<file path="src/rtl/alu_result_stage.sv">
// alu_result_stage: two-entry result/flags buffer between the ALU and writeback, owning the NZCV register
module alu_result_stage #(
    parameter int N = 4,
    parameter int R = 4
) (
    input  logic         clk,
    input  logic         rst,
    input  logic         in_valid,
    output logic         in_ready,
    input  logic [N-1:0] in_z,
    input  logic         in_carry,
    input  logic         in_msb_sum,
    input  logic         in_a_msb,
    input  logic         in_b_msb,
    input  logic [3:0]   in_s,
    input  logic         in_set_flags,
    input  logic [R-1:0] in_dest,
    output logic         out_valid,
    input  logic         out_ready,
    output logic [N-1:0] out_z,
    output logic [R-1:0] out_dest,
    output logic [3:0]   out_nzcv,
    output logic [3:0]   flags
);
    logic [1:0][N-1:0] z_q, z_d;
    logic [1:0][R-1:0] dest_q, dest_d;
    logic [1:0]        n_q, n_d, zf_q, zf_d, c_q, c_d, v_q, v_d, ar_q, ar_d, sf_q, sf_d;
    logic              wr_q, wr_d, rd_q, rd_d;
    logic [1:0]        cnt_q, cnt_d;
    logic [3:0]        flags_q, flags_d;
    logic              push, pop, arith, ovf;
    logic              unused_s;

    assign unused_s  = ^in_s[2:1];
    assign in_ready  = cnt_q != 2'd2;
    assign out_valid = cnt_q != 2'd0;
    assign out_z     = z_q[rd_q];
    assign out_dest  = dest_q[rd_q];
    assign flags     = flags_q;
    assign push      = in_valid && in_ready;
    assign pop       = out_valid && out_ready;
    assign arith     = !in_s[3];
    // add overflows when operand signs agree, subtract when they differ; either way the sum sign flipped
    assign ovf       = ((in_a_msb ^ in_b_msb) == in_s[0]) && (in_msb_sum != in_a_msb);
    // logic ops take C/V from the flags register as it stands when they reach the head
    assign out_nzcv  = {n_q[rd_q], zf_q[rd_q],
                        ar_q[rd_q] ? c_q[rd_q] : flags_q[1],
                        ar_q[rd_q] ? v_q[rd_q] : flags_q[0]};

    // capture a new entry at wr_ptr, advance pointers/count, commit head flags on pop
    always_comb begin
        z_d    = z_q;
        dest_d = dest_q;
        n_d    = n_q;
        zf_d   = zf_q;
        c_d    = c_q;
        v_d    = v_q;
        ar_d   = ar_q;
        sf_d   = sf_q;
        if (push) begin
            z_d[wr_q]    = in_z;
            dest_d[wr_q] = in_dest;
            n_d[wr_q]    = in_z[N-1];
            zf_d[wr_q]   = in_z == '0;
            c_d[wr_q]    = arith && in_carry;
            v_d[wr_q]    = arith && ovf;
            ar_d[wr_q]   = arith;
            sf_d[wr_q]   = in_set_flags;
        end
        wr_d    = wr_q ^ push;
        rd_d    = rd_q ^ pop;
        cnt_d   = cnt_q + 2'(push) - 2'(pop);
        flags_d = (pop && sf_q[rd_q]) ? out_nzcv : flags_q;
    end

    // state registers, cleared asynchronously so a reset discards queued results uncommitted
    always_ff @(posedge clk or negedge rst) begin
        if (!rst) begin
            z_q     <= '0;
            dest_q  <= '0;
            n_q     <= '0;
            zf_q    <= '0;
            c_q     <= '0;
            v_q     <= '0;
            ar_q    <= '0;
            sf_q    <= '0;
            wr_q    <= 1'b0;
            rd_q    <= 1'b0;
            cnt_q   <= 2'd0;
            flags_q <= 4'b0000;
        end else begin
            z_q     <= z_d;
            dest_q  <= dest_d;
            n_q     <= n_d;
            zf_q    <= zf_d;
            c_q     <= c_d;
            v_q     <= v_d;
            ar_q    <= ar_d;
            sf_q    <= sf_d;
            wr_q    <= wr_d;
            rd_q    <= rd_d;
            cnt_q   <= cnt_d;
            flags_q <= flags_d;
        end
    end
endmodule
</file>
<file path="config.mk">
export PLATFORM = sky130hd
export DESIGN_NAME = alu_result_stage
export DESIGN_NICKNAME = d
export VERILOG_FILES = /design/src/rtl/alu_result_stage.sv
export SDC_FILE = /design/constraint.sdc
export NUM_CORES = 1
export LEC_CHECK = 0
export ABC_CLOCK_PERIOD_IN_PS = 1700
export CAP_MARGIN = 0
export CORE_AREA = 4 4 79 81
export CTS_CLUSTER_SIZE = 12
export DETAILED_ROUTE_END_ITERATION = 7
export DIE_AREA = 0 0 83 85
export GPL_TIMING_DRIVEN = 0
export PLACE_DENSITY = 0.6
export SYNTH_ARGS = -nofsm -noshare
export SYNTH_HDL_FRONTEND = slang
export SYNTH_SLANG_ARGS = --single-unit
</file>
<file path="constraint.sdc">
create_clock -name clk -period 1.7 [get_ports clk]
set_input_delay 0.425 -clock clk [delete_from_list [all_inputs] [get_ports clk]]
set_output_delay 0.425 -clock clk [all_outputs]
set_load 0.05 [all_outputs]
</file>
== Yosys cells after proc, flatten, opt, wreduce, memory -nomap -nowiden ==
Cells that the tools add are included.

* Bits in registers: 36
* Bits of input ports: 21
* Output and inout port bits: 18
* Word-level logic and storage cells: 65

* Muxes and demuxes: 30
* $lt $le $gt $ge: 3
* Equality and inequality tests: 3
* Reduce and logical (&&, ||, !) cells: 10
* Bitwise operators: 3
* Add/subtract/negate cells: 2

{| class="wikitable"
|+ Operators with widths
! operator !! number
|-
| 4-bit two-way mux || 5
|-
| 8-bit bitwise mux || 2
|-
| 1-bit two-way mux || 15
|-
| 2-bit bitwise mux || 6
|-
| 1-bit logical AND || 7
|-
| 4-bit demux with 1-bit select || 1
|-
| 4-bit zero test || 1
|-
| 1-bit by 2-bit less-than comparator with 1-bit output, second input constant || 2
|-
| 1-bit XOR || 3
|-
| 2-bit by 1-bit adder with 2-bit output || 1
|-
| 2-bit != test, second input constant || 1
|-
| 2-bit nonzero test || 1
|-
| 2-bit by 1-bit subtractor with 2-bit output || 1
|-
| 1-bit demux with 1-bit select || 1
|-
| 1-bit equality test || 1
|-
| 1-bit greater-or-equal comparator, second input constant || 1
|-
| 1-bit zero test || 1
|-
| 1-bit != test || 1
|}

== Depth between registers and ports, before layout ==
Gate-level depths: netlist of the first run.

* Depth after elaboration: 5
* Depth in mapped cells: 6
* Mapped depth without buffers: 5

== Least setup slack after synthesis of the first run ==
Ideal clock, no wire load.

* Path kind: reg2out
* Start point: register flags_q[0] (netlist: flags[0])
* End point: output port out_nzcv[0]
* Buffers on the path: 0
* Required time: 1275 ps
* Arrival: 1624 ps
* Setup slack: -349 ps
* Stages on the path, launching flop included: 3
* Cell sequence: dfrtp_1 mux2i_1 mux2i_1

* Cells in the longest elaborated chain, start to end: 1

{| class="wikitable"
|+ Ends and longest elaborated chain
! element !! RTL line !! RTL
|-
| from (decl) || 30 || <nowiki>logic [3:0] flags_q, flags_d;</nowiki>
|-
| from (signal assigned) || 103 || <nowiki>flags_q <= flags_d;</nowiki>
|-
| 1-bit two-way mux || 48 || <nowiki>ar_q[rd_q] ? v_q[rd_q] : flags_q[0]};</nowiki>
|-
| to (decl) || 22 || <nowiki>output logic [3:0] out_nzcv,</nowiki>
|}

Every way passes these cells.

== Worst setup path in the final report of the first run ==
* Start point: register rd_q
* End point: output port out_dest[1]

* Cells in the longest elaborated chain, start to end: 2

{| class="wikitable"
|+ Ends and longest elaborated chain
! element !! RTL line !! RTL
|-
| from (decl) || 28 || <nowiki>logic wr_q, wr_d, rd_q, rd_d;</nowiki>
|-
| from (signal assigned) || 101 || <nowiki>rd_q <= rd_d;</nowiki>
|-
| 4-bit two-way mux (implied by the code) (2 in series) || 38 || <nowiki>assign out_dest = dest_q[rd_q];</nowiki>
|-
| to (decl) || 21 || <nowiki>output logic [R-1:0] out_dest,</nowiki>
|}

Every way passes these cells. The select of a mux whose other input is x is not followed.

==> results.cfg, run 1 <==
[critical_path]
cp_slowest_cell = dfrtp_2
cp.buffers_inverters = 2
cp-start-kind = flip-flop
reg2reg_depth = 5
r2r_setup_slack_ps = 120
cp-endpoint = out_dest[1]
cp_data_required_time_ps = 1270
timing.critical_path.from = rd_q$_DFF_PN0_
crit_chain = buf_12 -> mux2_2 -> buf_6
slowest_delay_ps = 410
path_class = flip-flop to output pin
regToRegStartpoint = cnt_q[0]$_DFF_PN0_
cp_num_cells = 3
cp-end-kind = output pin
r2r_end = z_q[0]$_DFFE_PN0P_
path_delay_family = flip-flops
worst-path-max-fanout = 10
cp.arrival_ps = 1360

[sta]
finalSetupViolCount = 10
period_share_pct = 105
worstMarginPinSlew_ps = 756
rsz0062_at_grt = yes
hold_viol_final = 0
slew_viol_final = 0
fin_skew_ps = 4.59
finalWorstSetupSlack_ps = -83.0
max_freq_mhz = 561
relSlewSlack_pct = 49.6
period_minus_slack_ps = 1780

[clock_network]
numCtsBuffers = 5
cts_tree = built
cts_sinks = 34
clk_pin_slew_worst_paths_ps = 70
cts_root_buf = clkbuf_8
htreeDepth = 2
clockBufferDepth = 2
cts_hold_buf = 0
clkLatencyLatePin_ps = 270

[synthesis]
ys_ff_latch = 34
netlist_instances = 112
synthTopCellsByArea = dfrtp_1, mux2_2, mux2_4
syn_nets = 135
synth.top_cell.area_share_pct = 52.2
yosysWarnings = 0
ys_types = 26
synth.largest_area_cell = dfrtp_1
synth_area_per_cell_sq_um = 14.5
synth.yosys.seq_area_share_pct = 52.2
syn_area_sq_mm = 0.00163

[power_and_ir_drop]
finalPower_mw = 5.28
p_sw_mw = 2.24
p_clk_share_pct = 11.3
seqPwrFrac_pct = 27.9
internal_power_mw = 3.04
switching_share_pct = 42.4
vdd_drop_max_v = 0.000785
power-per-cell-area_mw_per_mm2 = 2310
comb_power_share_pct = 60.8
cellLeakagePower_nw = 1.03

[final_layout]
fillers = 525
diodes = 0
final_common_cell = dfrtp_1
layout_common_cells = dfrtp_1, mux2_2, clkdlybuf4s50_1
drive_gt1_share_pct = 50.6
fin_cells = 234
regArea_sq_um = 855
multi_input_area_sq_um = 786
fin_nets = 184
syn2layout_area_growth_pct = 40.5

[placed_design]
dp.cells = 220
io_buffers = 36
gp_congestion = 0.695
hpwl_mm = 2.42

[min_path]
min_path_type = input pin to asynchronous set/reset pin

[global_routing]
grt_pass1_vias = 1135
antenna_found_initial = 0
grt_pass1_wl_mm = 5.73
track_usage_pct = 10.1
grt_max_degree = 35
overflow = 0

[outcome]
status = finished, violations left
violations = negative setup slack

[floorplan]
rows = 27
start_util_pct = 29.8
die_width_um = 83
die_height_um = 85
die_area_sq_mm = 0.00706
core_sq_mm = 0.00547
ios = 39

[route]
vias_per_cell = 4.51
detail-route-antenna-nets = 0
routedWlPerCell_um = 14.4
vias = 1056
drc = 0
drtIter0Drc = 37
finalWirelength_mm = 3.36
dr.pass1.iters = 4

[flow_run]
maxCapViolCount = 0
-- routing by layer --
layer  vias up  part of all wire [%]  global-route usage, %
li1        498                     -                      -
met3         4                   5.1                   3.20
met2        30                    50                   16.8
met1       524                    44                   12.5
met5         -                     0                      0
met4         0                  0.95                   3.12
-- cell usage after synthesis --
| master | count |
|---|---|
| a31oi_1 | 2 |
| buf_4 | 1 |
| or2_2 | 1 |
| and2_1 | 1 |
| a32oi_1 | 1 |
| o21ai_0 | 1 |
| ha_1 | 2 |
| inv_1 | 2 |
| mux2_4 | 10 |
| dfrtp_1 | 34 |
| mux2i_1 | 7 |
| buf_6 | 1 |
| nor3b_1 | 2 |
| nor2b_1 | 2 |
| nor4_1 | 1 |
| nand3_1 | 1 |
| xnor2_1 | 3 |
| nand2b_4 | 1 |
| mux2_2 | 28 |
| a21bo_2 | 1 |
| buf_2 | 2 |
| a21oi_1 | 1 |
| a211oi_1 | 1 |
| nor2_1 | 4 |
| o21ai_2 | 1 |
| nand3_4 | 1 |
-- worst min path at each step --
stage	from	endpoint	slack, ps	cells past startpoint
3_3_place_gp	dest_q[2]$_DFFE_PN0P_	dest_q[2]$_DFFE_PN0P_	490	1
6_report	rst	z_q[6]$_DFFE_PN0P_	220	1
4_1_cts	rst	zf_q[1]$_DFFE_PN0P_	240	1
3_5_place_dp	dest_q[0]$_DFFE_PN0P_	dest_q[0]$_DFFE_PN0P_	490	1
5_1_grt	rst	dest_q[2]$_DFFE_PN0P_	290	1
2_1_floorplan	rst	ar_q[0]$_DFFE_PN0P_	130	0
-- cell type report --
type / count / area share [%]
Sequential cell: 34 / 37.3
Multi-Input combinational cell: 72 / 34.3
Timing Repair Buffer: 42 / 17.7
Tap cell: 72 / 3.94
Clock buffer: 7 / 3.77
Buffer: 4 / 2.35
Inverter: 2 / 0.328
Clock inverter: 1 / 0.219
-- what timing repair did --
item | CTS | global route
buffers inserted | 2 | 4
cloned | 0 | 0
gates resized for setup | 108 | 4
setup endpoints to repair | 30 | 25
-- logic make-up after synthesis --
group / Yosys count / share of synthesized area (%)
DFF: 34 / 52.2
xor gates and xnor gates: 3 / 1.61
adders and majority gates: 2 / 1.54
muxes: 45 / 32.9
AOI/OAI and AO/OA: 8 / 3.53
and+or+nand+nor: 14 / 5.99
buffers and inverters: 6 / 2.23
-- registers in the layout (all words and copies together), names as in the netlist --
| register | count |
|---|---|
| ar_q | 2 |
| sf_q | 2 |
| c_q | 2 |
| cnt_q | 2 |
| zf_q | 2 |
| v_q | 2 |
| wr_q | 1 |
| n_q | 1 |
| rd_q | 1 |
| dest_q | 8 |
| z_q | 7 |
| flags | 4 |
-- stage by stage --
step	setup WS (ps)	TNS, ps	utilization, %	area (sq um)	hold WS, ps
6_report	-83.0	-618	41.8	2290	222
5_1_grt	-127	-1090	41.8	2290	288
4_1_cts	-115	-832	40.9	2240	239
3_5_place_dp	-609	-14860	38.5	2110	492
3_3_place_gp	-611	-30220	38.6	2110	486
2_1_floorplan	8.19	0	-	1660	129
-- power groups by stage --
stage	sequential, mW	combinational (mW)	clock (mW)
final	1.47	3.21	0.597
after floorplan	1.57	2.05	0
after CTS	1.49	3.13	0.626
after global routing	1.52	3.38	0.670
after detailed placement	1.49	2.95	0
after global placement	1.47	2.91	0
Power figures use the tool's default switching activity.
==> run 2: changes to the inputs <==
Settings changed: ABC_CLOCK_PERIOD_IN_PS 1700 to 2000, DONT_BUFFER_PORTS set to 1, PLACE_DENSITY 0.6 to 0.49.
Clock period 1.7 ns to 2 ns, I/O delays scaled along.
==> run 2 against run 1 <==
The run now ends clean. Count of clock-buffer cells in the layout is the same. Wire length shrank 1.6%. Cell area shrank 18%. Clock skew grew 4.3 ps. Sequential share of layout area grew 8.2 points. Non-clock buffer count shrank 41. Die area is the same. Worst hold slack lost 180 ps. Critical path depth shrank 1. Sequential cell count is the same. Critical endpoint is now out_nzcv[0].
==> results.cfg, run 2 (synthesis results as in run 1) <==
[final_layout]
diodes = 0
top_register = dest_q
drive_gt1_share_pct = 52.9
final_common_cell = dfrtp_1
syn2layout_area_growth_pct = 15.4
fillers = 551
layout_common_cells = dfrtp_1, mux2_2, mux2_4
final_area_sq_mm = 0.00188
largest_reg_flops = 8
fin_nets = 143

[critical_path]
cp-end-kind = output pin
regToRegStartpoint = cnt_q[1]$_DFF_PN0_
path_class = flip-flop to output pin
cp.arrival_ps = 1440
cp-start-kind = flip-flop
reg2reg_depth = 5
worst-path-max-fanout = 4
r2r_end = dest_q[0]$_DFFE_PN0P_
r2r_setup_slack_ps = 170
cp_data_required_time_ps = 1500

[clock_network]
cts_sinks = 34
post-cts-setup-buffers = 0
cts_tree = built
clkLatencyLatePin_ps = 280
numCtsBuffers = 5
clockBufferDepth = 2
cts_root_buf = clkbuf_8
htreeDepth = 2
clk_pin_slew_worst_paths_ps = 70

[sta]
period_minus_slack_ps = 1940
period_share_pct = 96.8
worstMarginPinSlew_ps = 507
rsz0062_at_grt = no
relSlewSlack_pct = 65.9
max_freq_mhz = 517
hold_viol_final = 0
slew_viol_final = 0
fin_skew_ps = 8.88
finalWorstSetupSlack_ps = 64.7
finalSetupViolCount = 0

[outcome]
status = finished clean

[global_routing]
track_usage_pct = 9.86
antenna_found_initial = 0
overflow = 0
grt_pass1_vias = 1029
grt_max_degree = 35
grt_pass1_wl_mm = 5.43

[min_path]
min_path_type = input pin to asynchronous set/reset pin

[route]
drtIter0Drc = 38
vias_per_cell = 4.78
routedWlPerCell_um = 17.1
finalWirelength_mm = 3.31
drc = 0
dr.pass1.iters = 2
detail-route-antenna-nets = 0
vias = 923

[placed_design]
hpwl_mm = 2.38
io_buffers = 0
dp_slack_ps = -96.6
gp_congestion = 0.675
placed_cell_area_sq_mm = 0.00173

[floorplan]
rows = 27
start_util_pct = 29.8
core_sq_mm = 0.00547
ios = 39
die_width_um = 83
die_area_sq_mm = 0.00706
die_height_um = 85

[flow_run]
maxCapViolCount = 0
==> run 2: changes by cell type in the layout (fill, tap and decap cells not counted), moves of 2 or more <==
cell	previous run	this run
mux2i_2	0	2
buf_6	14	2
dlygate4sd2_1	5	0
clkdlybuf4s50_1	16	0
buf_2	2	0
buf_4	7	2
mux2i_1	5	3
==> run 2: worst max-delay path by stage <==
stage,startpoint,to,slack [ps]
2_1_floorplan,flags[0]$_DFFE_PN0P_,out_nzcv[0],110
3_3_place_gp,cnt_q[0]$_DFF_PN0_,z_q[1]$_DFFE_PN0P_,-70
4_1_cts,rd_q$_DFF_PN0_,out_z[3],-5
5_1_grt,flags[0]$_DFFE_PN0P_,out_nzcv[0],9
6_report,flags[0]$_DFFE_PN0P_,out_nzcv[0],60
3_5_place_dp,cnt_q[0]$_DFF_PN0_,dest_q[0]$_DFFE_PN0P_,-100
==> run 2: repair_timing <==
action | in CTS | in global routing
gates resized for setup | 8 | 4
hold buffers | 1 | 0
endpoints found under the hold margin | 34 | 0
gates cloned | 0 | 0
setup endpoints to repair | 17 | 11
==> run 2: cell type report <==
class / count / area, sq um / area share [%]
Timing Repair Buffer: 1 / 20.0 / 1.07
Tap cell: 72 / 90.1 / 4.79
Buffer: 4 / 37.5 / 2.00
Clock buffer: 7 / 86.3 / 4.59
Multi-Input combinational cell: 72 / 777 / 41.3
Clock inverter: 1 / 5.00 / 0.266
Inverter: 2 / 7.51 / 0.399
Sequential cell: 34 / 856 / 45.5
==> run 2: metal layers <==
layer | share of wire (%) | routed length [um] | vias to the layer above | GRT usage [%]
met4 | 1.1 | 36 | 0 | 3.57
met2 | 48 | 1590 | 29 | 16.0
met5 | 0 | 0 | - | 0
met3 | 8.7 | 289 | 5 | 5.05
met1 | 42 | 1400 | 467 | 11.2
li1 | - | - | 422 | -
==> run 2: metrics by stage <==
stage	hold WS, ps	cells	utilization [%]	TNS, ps
finish	37.8	193	34.3	0
global route	42.6	193	34.3	0
CTS	38.7	193	34.2	-5.35
detailed placement	205	184	31.6	-759
global placement	206	184	31.6	-531
floorplan	204	112	-	0
==> run 2: critical path, stage by stage (launching register included) <==
cell,delay (ps)
dfrtp_2,560
mux2i_2,150
mux2i_4,430
Power of run 2 is left out: the tool's default activity adds up to more than one toggle a clock period on the data nets, which glitch-free logic cannot reach.
==> run 3: changes to the inputs <==
--- a/config.mk
+++ b/config.mk
@@ -16,2 +16,3 @@
 export PLACE_DENSITY = 0.49
+export SLEW_MARGIN = 10
 export SYNTH_ARGS = -nofsm -noshare
--- a/constraint.sdc
+++ b/constraint.sdc
@@ -3,2 +3,2 @@
 set_output_delay 0.5 -clock clk [all_outputs]
-set_load 0.05 [all_outputs]
+set_load 0.005 [all_outputs]
==> run 3 against run 2 <==
Core utilization increased by 0.18 points. Critical path depth unchanged. Die area unchanged. Worst hold slack got worse by 1.1 ps. Critical path type unchanged.
==> results.cfg, run 3 (synthesis results as in run 1) <==
[outcome]
status = finished clean

[sta]
fin_skew_ps = 5.34
hold_viol_final = 0
slew_viol_final = 0
worstMarginPinSlew_ps = 461
period_minus_slack_ps = 1880
rsz0062_at_grt = no
period_share_pct = 94.0
finalSetupViolCount = 0
fin_hold_ws_ps = 36.7
max_freq_mhz = 532
relSlewSlack_pct = 69.2
setup_tns_ps = 0

[clock_network]
clk_pin_slew_worst_paths_ps = 70
clkLatencyLatePin_ps = 280
cts_sinks = 34
cts_tree = built
cts_root_buf = clkbuf_8
clockBufferDepth = 2
htreeDepth = 2
numCtsBuffers = 5
post-cts-setup-buffers = 0

[power_and_ir_drop]
switching_share_pct = 29.8
power-per-cell-area_mw_per_mm2 = 1690
cellLeakagePower_nw = 0.848
p_sw_uw = 952
internal_power_mw = 2.24
seqPwrFrac_pct = 39.8
comb_power_share_pct = 35.7
p_clk_share_pct = 24.5
vdd_drop_max_v = 0.000590

[critical_path]
cp-end-kind = output pin
cp_data_required_time_ps = 1500
cp-start-kind = flip-flop
path_class = flip-flop to output pin
r2r_end = zf_q[0]$_DFFE_PN0P_
reg2reg_depth = 5
regToRegStartpoint = cnt_q[0]$_DFF_PN0_
cp_slowest_cell = dfrtp_1
r2r_setup_slack_ps = 170
cp.arrival_ps = 1380
crit_chain = clkbuf_4 -> mux2_2
cp-endpoint = out_dest[3]
timing.critical_path.from = rd_q$_DFF_PN0_
worst-path-max-fanout = 10
slowest_delay_ps = 430

[flow_run]
maxCapViolCount = 0

[route]
drtIter0Drc = 18
drc = 0
detail-route-antenna-nets = 0
finalWirelength_mm = 3.17
vias = 927
dr.pass1.iters = 3
routedWlPerCell_um = 16.4
vias_per_cell = 4.80

[floorplan]
core_sq_mm = 0.00547
rows = 27
die_height_um = 85
die_area_sq_mm = 0.00706
ios = 39
start_util_pct = 29.8
die_width_um = 83

[placed_design]
placed_cell_area_sq_mm = 0.00172
hpwl_mm = 2.26
dp.cells = 184
gp_congestion = 0.723
io_buffers = 0

[global_routing]
grt_max_degree = 35
grt_pass1_vias = 1052
overflow = 0
track_usage_pct = 9.98
grt_pass1_wl_mm = 5.49
antenna_found_initial = 0

[min_path]
min_path_type = input pin to asynchronous set/reset pin

[final_layout]
fin_nets = 143
diodes = 0
largest_reg_flops = 8
final_common_cell = dfrtp_1
layout_common_cells = dfrtp_1, mux2_2, mux2_4
fin_util_pct = 34.5
fin_cells = 193
syn2layout_area_growth_pct = 16.0
drive_gt1_share_pct = 47.1
final_area_sq_mm = 0.00189
top_register = dest_q
-- run 3: cell count changes in the layout (fill, tap and decap cells not counted), sizes merged --
cell	change
buf	-2
bufinv	+2
clkbuf	+1
clkinv	-1
-- run 3: cell type report --
type                       instances  area [sq um]
inverter                           2          7.51
tap                               72          90.1
fill                             564          3580
clock inverter                     2          60.1
clock buffer                       6          82.6
multi-input combinational         72           744
buffer                             4          33.8
timing repair buffer               1          20.0
sequential                        34           851
-- run 3: what timing repair did --
item                                    in CTS  in global routing
endpoints found under the hold margin       34                  0
endpoints found under the setup margin       0                 17
hold buffers                                 1                  0
gates resized for setup                      0                  3
-- run 3: worst min path at each step --
stage          depth (start not counted)  startpoint               endpoint
3_5_place_dp                           0         rst  dest_q[1]$_DFFE_PN0P_
2_1_floorplan                          0         rst    ar_q[0]$_DFFE_PN0P_
3_3_place_gp                           0         rst  dest_q[5]$_DFFE_PN0P_
5_1_grt                                1         rst  dest_q[6]$_DFFE_PN0P_
4_1_cts                                1         rst  dest_q[1]$_DFFE_PN0P_
6_report                               1         rst  dest_q[1]$_DFFE_PN0P_
-- run 3: worst max-delay path, delay by kind of cell, from the launching register on --
family / cells / cell delay, ps
buf+inv: 1 / 290
mux: 1 / 380
flops: 1 / 430
-- run 3: metrics by stage --
step                setup slack [ps]  power, mW
finish                           121       3.19
global route                    32.5       3.43
floorplan                        326       2.18
detailed placement              44.5       2.42
CTS                             23.0       3.25
global placement                64.5       2.38
-- run 3: power by group through the flow --
| stage | clock, mW | sequential [mW] | combinational [mW] |
|---|---|---|---|
| 5_1_grt | 0.840 | 1.33 | 1.26 |
| 4_1_cts | 0.810 | 1.28 | 1.16 |
| 6_report | 0.782 | 1.27 | 1.14 |
| 2_1_floorplan | 0 | 1.21 | 0.968 |
| 3_3_place_gp | 0 | 1.26 | 1.11 |
| 3_5_place_dp | 0 | 1.29 | 1.14 |
-- run 3: per-layer routing --
layer | routed length (um) | track usage (%)
met1 | 1330 | 11.5
met2 | 1440 | 15.5
met3 | 350 | 5.73
met5 | 0 | 0
met4 | 47 | 3.57
